[config.mk]
export PLATFORM = sky130hd
export DESIGN_NAME = bin_to_bcd_seq
export DESIGN_NICKNAME = d
export VERILOG_FILES = /design/src/rtl/bin_to_bcd_seq.sv
export SDC_FILE = /design/constraint.sdc
export NUM_CORES = 1
export LEC_CHECK = 0
export ABC_CLOCK_PERIOD_IN_PS = 2000
export BUFFER_PORTS_ARGS = -buffer_cell sky130_fd_sc_hd__buf_2
export CAP_MARGIN = 20
export CELL_PAD_IN_SITES_DETAIL_PLACEMENT = 0
export CELL_PAD_IN_SITES_GLOBAL_PLACEMENT = 1
export CORE_ASPECT_RATIO = 1.2
export CORE_MARGIN = 5
export CORE_UTILIZATION = 43
export DETAILED_ROUTE_END_ITERATION = 8
export GPL_TIMING_DRIVEN = 0
export PLACE_DENSITY_LB_ADDON = 0.1
export SLEW_MARGIN = 20
export SYNTH_ARGS = -nofsm -noshare
export SYNTH_HDL_FRONTEND = slang
export SYNTH_SLANG_ARGS = --single-unit
[constraint.sdc]
create_clock -name clk -period 2 [get_ports clk]
set_input_delay 0.4 -clock clk [delete_from_list [all_inputs] [get_ports clk]]
set_output_delay 0.4 -clock clk [all_outputs]
set_load 0.01 [all_outputs]
[src/rtl/bin_to_bcd_seq.sv]
// Sequential binary-to-BCD converter using shift-and-add-3 (double dabble).
// One bit of the input is consumed per cycle; the packed BCD result and the
// overflow flag are published together in a single LOAD cycle and held
// stable until the next conversion completes.
module bin_to_bcd_seq #(
    parameter int unsigned IN_WIDTH = 32,
    parameter int unsigned DIGITS   = 8
) (
    input  logic                  clk,
    input  logic                  rst,
    input  logic                  start,
    input  logic [IN_WIDTH-1:0]   value,
    output logic                  busy,
    output logic                  done,
    output logic                  overflow,
    output logic [4*DIGITS-1:0]   bcd
);

    localparam int unsigned CW = (IN_WIDTH > 1) ? $clog2(IN_WIDTH) : 1;

    function automatic logic [63:0] pow10(input int unsigned n);
        logic [63:0] r;
        r = 64'd1;
        for (int unsigned i = 0; i < n; i++) begin
            r = r * 64'd10;
        end
        return r;
    endfunction

    localparam logic [63:0]         MAX_BCD = pow10(DIGITS) - 64'd1;
    localparam logic [4*DIGITS-1:0] SAT_BCD = {DIGITS{4'h9}};
    localparam logic [CW-1:0]       LAST    = CW'(IN_WIDTH - 1);

    typedef enum logic [1:0] {
        IDLE,
        SHIFT,
        LOAD
    } state_t;

    state_t                state;
    logic [CW-1:0]         cnt;
    logic [IN_WIDTH-1:0]   shreg;
    logic [4*DIGITS-1:0]   scratch;
    logic                  ovf_pending;

    logic [4*DIGITS-1:0]   scratch_next;
    logic [3:0]            digit_adj;
    logic                  carry;
    logic                  ovf_in;

    // Unsigned range check of the incoming value against 10^DIGITS-1.
    always_comb begin
        ovf_in = (64'(value) > MAX_BCD);
    end

    // Add-3 on the pre-shift digits, then shift left by one with the shift
    // register MSB entering the ones digit; carry out of the top digit is dropped.
    always_comb begin
        scratch_next = '0;
        digit_adj    = '0;
        carry        = shreg[IN_WIDTH-1];
        for (int unsigned i = 0; i < DIGITS; i++) begin
            digit_adj = scratch[4*i +: 4];
            if (digit_adj >= 4'd5) begin
                digit_adj = digit_adj + 4'd3;
            end
            scratch_next[4*i +: 4] = {digit_adj[2:0], carry};
            carry = digit_adj[3];
        end
    end

    // Control FSM with registered busy/done/overflow/bcd outputs.
    always_ff @(posedge clk) begin
        if (rst) begin
            state       <= IDLE;
            cnt         <= '0;
            shreg       <= '0;
            scratch     <= '0;
            ovf_pending <= 1'b0;
            bcd         <= '0;
            done        <= 1'b0;
            busy        <= 1'b0;
            overflow    <= 1'b0;
        end else begin
            done <= 1'b0;
            unique case (state)
                IDLE: begin
                    if (start) begin
                        shreg       <= value;
                        scratch     <= '0;
                        cnt         <= '0;
                        ovf_pending <= ovf_in;
                        busy        <= 1'b1;
                        state       <= SHIFT;
                    end
                end
                SHIFT: begin
                    scratch <= scratch_next;
                    shreg   <= {shreg[IN_WIDTH-2:0], 1'b0};
                    cnt     <= cnt + CW'(1);
                    if (cnt == LAST) begin
                        state <= LOAD;
                    end
                end
                LOAD: begin
                    bcd      <= ovf_pending ? SAT_BCD : scratch;
                    overflow <= ovf_pending;
                    done     <= 1'b1;
                    busy     <= 1'b0;
                    state    <= IDLE;
                end
                default: begin
                    state <= IDLE;
                end
            endcase
        end
    end

endmodule

==> run summary <==
Setup CP Type -> flip-flop to flip-flop
number of synthesized register bits -> 107
Arrival @ worst endpoint -> 2.05 ns
CTS resizes -> 0
startpoint types -> flip-flop
cts hold-fix bufs -> 0
ys async rst share -> 0%
Crit path required time -> 2.29 ns
Max Clock Skew -> 0.006979 ns
Die W -> 108.5 µm
flop-to-flop setup slack -> 0.25 ns
GRT overflow -> 0
FF-to-FF End -> scratch[29]$_SDFFE_PP0P_
IO buf count -> 68
Clock Path Buffers -> 2
Crit Path Max Fanout -> 10
Starting DRT DRC Count -> 153
Min-Delay Startpoint -> value[0]
Crit Reg-Reg Startpoint -> state[0]$_SDFFE_PP0P_
clk_lat worst skew -> 0.35 ns
Yosys top cell by area -> dfxtp_1
r2r worst-path depth -> 5
Tmin final -> 1.751 ns
CTS H-tree lvls -> 3
fin cells -> 844
fillers -> 1169
total number of vias -> 4535
total power -> 4.600 mW
fin area -> 5859 µm²
Post-CTS Setup Bufs -> 0
Die ar. -> 13910 µm²
Slew @ Worst Pin -> 0.7522 ns
ANT cells -> 0
share of the synthesized area in the top cell type -> 42.79%
Starting Density -> 43.68%
post-layout util -> 51.13%
EDFF count, synth -> 0
Post-synth top cells -> nor2_1, dfxtp_1, a21oi_1
RSZ-0062 raised after global routing -> no
Top FF cell, synth -> dfxtp_1
cells after synthesis -> 605
most frequent cell after synthesis -> nor2_1
routed length per placed instance -> 16.92 µm
Pwr Density -> 785.0 nW/µm²
max-cap violation count -> 0
endpoint class of the critical path -> flip-flop
total CTS buffers -> 9
Hold Crit Class -> primary input to flip-flop
vias in the first global route -> 4552
Final period util -> 87.56%
setup_tns -> 0 ns
antenna violations before repair -> 0
CTS sink cnt -> 107
post-placement cell area -> 5543 µm²
Synth Cell Area -> 5006 µm²
IO Pins -> 70
Max Fclk -> 571.0 MHz
post-route antenna net violation count -> 0
HPWL after DPL -> 10.43 mm
Hold Worst Slack -> 0.3062 ns
CTS tree -> done
drt drc -> 0
Mapped Avg Cell Area -> 8.274 µm²
worst ir drop on vdd -> 0.0004559 V
core footprint -> 11460 µm²
Leak Pwr -> 2.418 nW
die height -> 128.2 µm
Pins Over Slew Limit -> 0
RePlAce Congestion -> 0.8628
Root Driver -> clkbuf_16
Setup violations, final -> 0
status -> complete, no violations
clock-pin slew on the worst setup and hold paths -> 0.07 ns
layout cells sized above 1 -> 18.20%
register area share after synthesis -> 42.79%
DR pass1 iterations -> 5
Setup WS post-layout -> 0.2487 ns
layout net count -> 737
DRT Wirelength -> 14.28 mm
Worst Hold Endpoint -> shreg[0]$_SDFFE_PP0P_
top cells by area, synth -> dfxtp_1, nor2_1, a21oi_1
Rows -> 43
warnings from Yosys -> 0
placed insts -> 830
worst hold path depth -> 3
Max transition margin -> 49.85%
Area Overhead vs Synth -> 17.05%
Synthesized Nets -> 658
first-pass GRT wire length -> 22.83 mm
dpl ws -> 0.1049 ns
final hold vios -> 0
vias per inst -> 5.373
Synth cell types -> 45
largest net degree at the start of global routing -> 16
GR Util All Layers -> 21.15%
## placed cells by master, fill, tap and decap left out, types with 2 or more instances in the layout
cell type,synthesis,routed
nor2_1,108,108
dfxtp_1,107,107
buf_2,21,89
a21oi_1,77,77
inv_1,29,29
nand2_1,27,27
nor3_1,25,25
nand3_1,24,24
clkbuf_1,19,20
ha_1,18,18
a22o_1,16,16
o21ai_0,16,16
o221a_2,13,13
nand2b_1,10,10
nor2b_1,10,10
clkbuf_16,0,9
a2111oi_0,8,8
mux2i_1,8,8
xnor2_1,8,8
a311oi_1,8,8
nor4_1,8,8
xor2_1,7,7
or3_1,7,7
a22oi_1,4,4
buf_6,3,3
buf_4,2,2
or4_1,2,2
nand4_1,2,2
clkbuf_8,0,2
bufinv_16,0,2
## area by class of cell
cell class	instances	area, µm²	area share (%)
Multi-Input combinational cell	423	2526	43.11
Sequential cell	107	2142	36.56
Timing Repair Buffer	68	340.3	5.808
Clock buffer	12	256.5	4.378
Buffer	46	229.0	3.908
Tap cell	157	196.4	3.353
Inverter	29	108.9	1.858
Clock inverter	2	60.06	1.025
## metal layers
| layer | global-route usage (%) | share of wire (%) | routed length [µm] | vias to the layer above |
|---|---|---|---|---|
| met5 | 0 | 0 | 0 | - |
| met4 | 7.504 | 1.8 | 264 | 0 |
| met3 | 3.476 | 4.5 | 644 | 25 |
| met2 | 38.92 | 52 | 7435 | 106 |
| met1 | 24.36 | 42 | 5937 | 2128 |
| li1 | - | - | - | 2276 |
## registers in the layout (all words and copies together) (netlist names)
register	cells
bcd	32
busy	1
cnt	5
done	1
overflow	1
ovf_pending	1
scratch	32
shreg	32
state	2
## where the power goes
group	leakage, nW	internal (mW)	switching, mW
clock	0.155	1.15	0.759
sequential	0.871	2.20	0.0458
combinational	1.39	0.154	0.284
total	2.42	3.51	1.09
## critical path, stage by stage (launching register included)
cell,delay [ns]
dfxtp_1,0.30
buf_2,0.20
nand2b_1,0.12
nor2_1,0.53
buf_2,0.37
a22o_1,0.17
## worst max-delay path by stage
| stage | startpoint | slack (ns) | end | cells after the start |
|---|---|---|---|---|
| after floorplan | start | 0.49 | ovf_pending$_SDFFE_PP0P_ | 4 |
| after detailed placement | rst | 0.10 | scratch[29]$_SDFFE_PP0P_ | 5 |
| after global placement | rst | 0.14 | scratch[29]$_SDFFE_PP0P_ | 5 |
| after global routing | state[0]$_SDFFE_PP0P_ | 0.09 | scratch[29]$_SDFFE_PP0P_ | 5 |
| after CTS | state[0]$_SDFFE_PP0P_ | 0.25 | scratch[29]$_SDFFE_PP0P_ | 5 |
| final | state[0]$_SDFFE_PP0P_ | 0.25 | scratch[29]$_SDFFE_PP0P_ | 5 |
## kinds of logic after synthesis
kind of cell / count (synthesis) / share of synthesized area [%]
XOR/XNOR: 15 / 2.624
AO/OA/AOI/OAI: 149 / 20.12
buffers and inverters: 75 / 6.748
multiplexers: 9 / 1.825
adder cells (fa/ha/maj): 18 / 4.499
flip-flops: 107 / 42.79
AND/OR/NAND/NOR: 232 / 21.40
No activity file was read; power rests on OpenSTA's default activity.
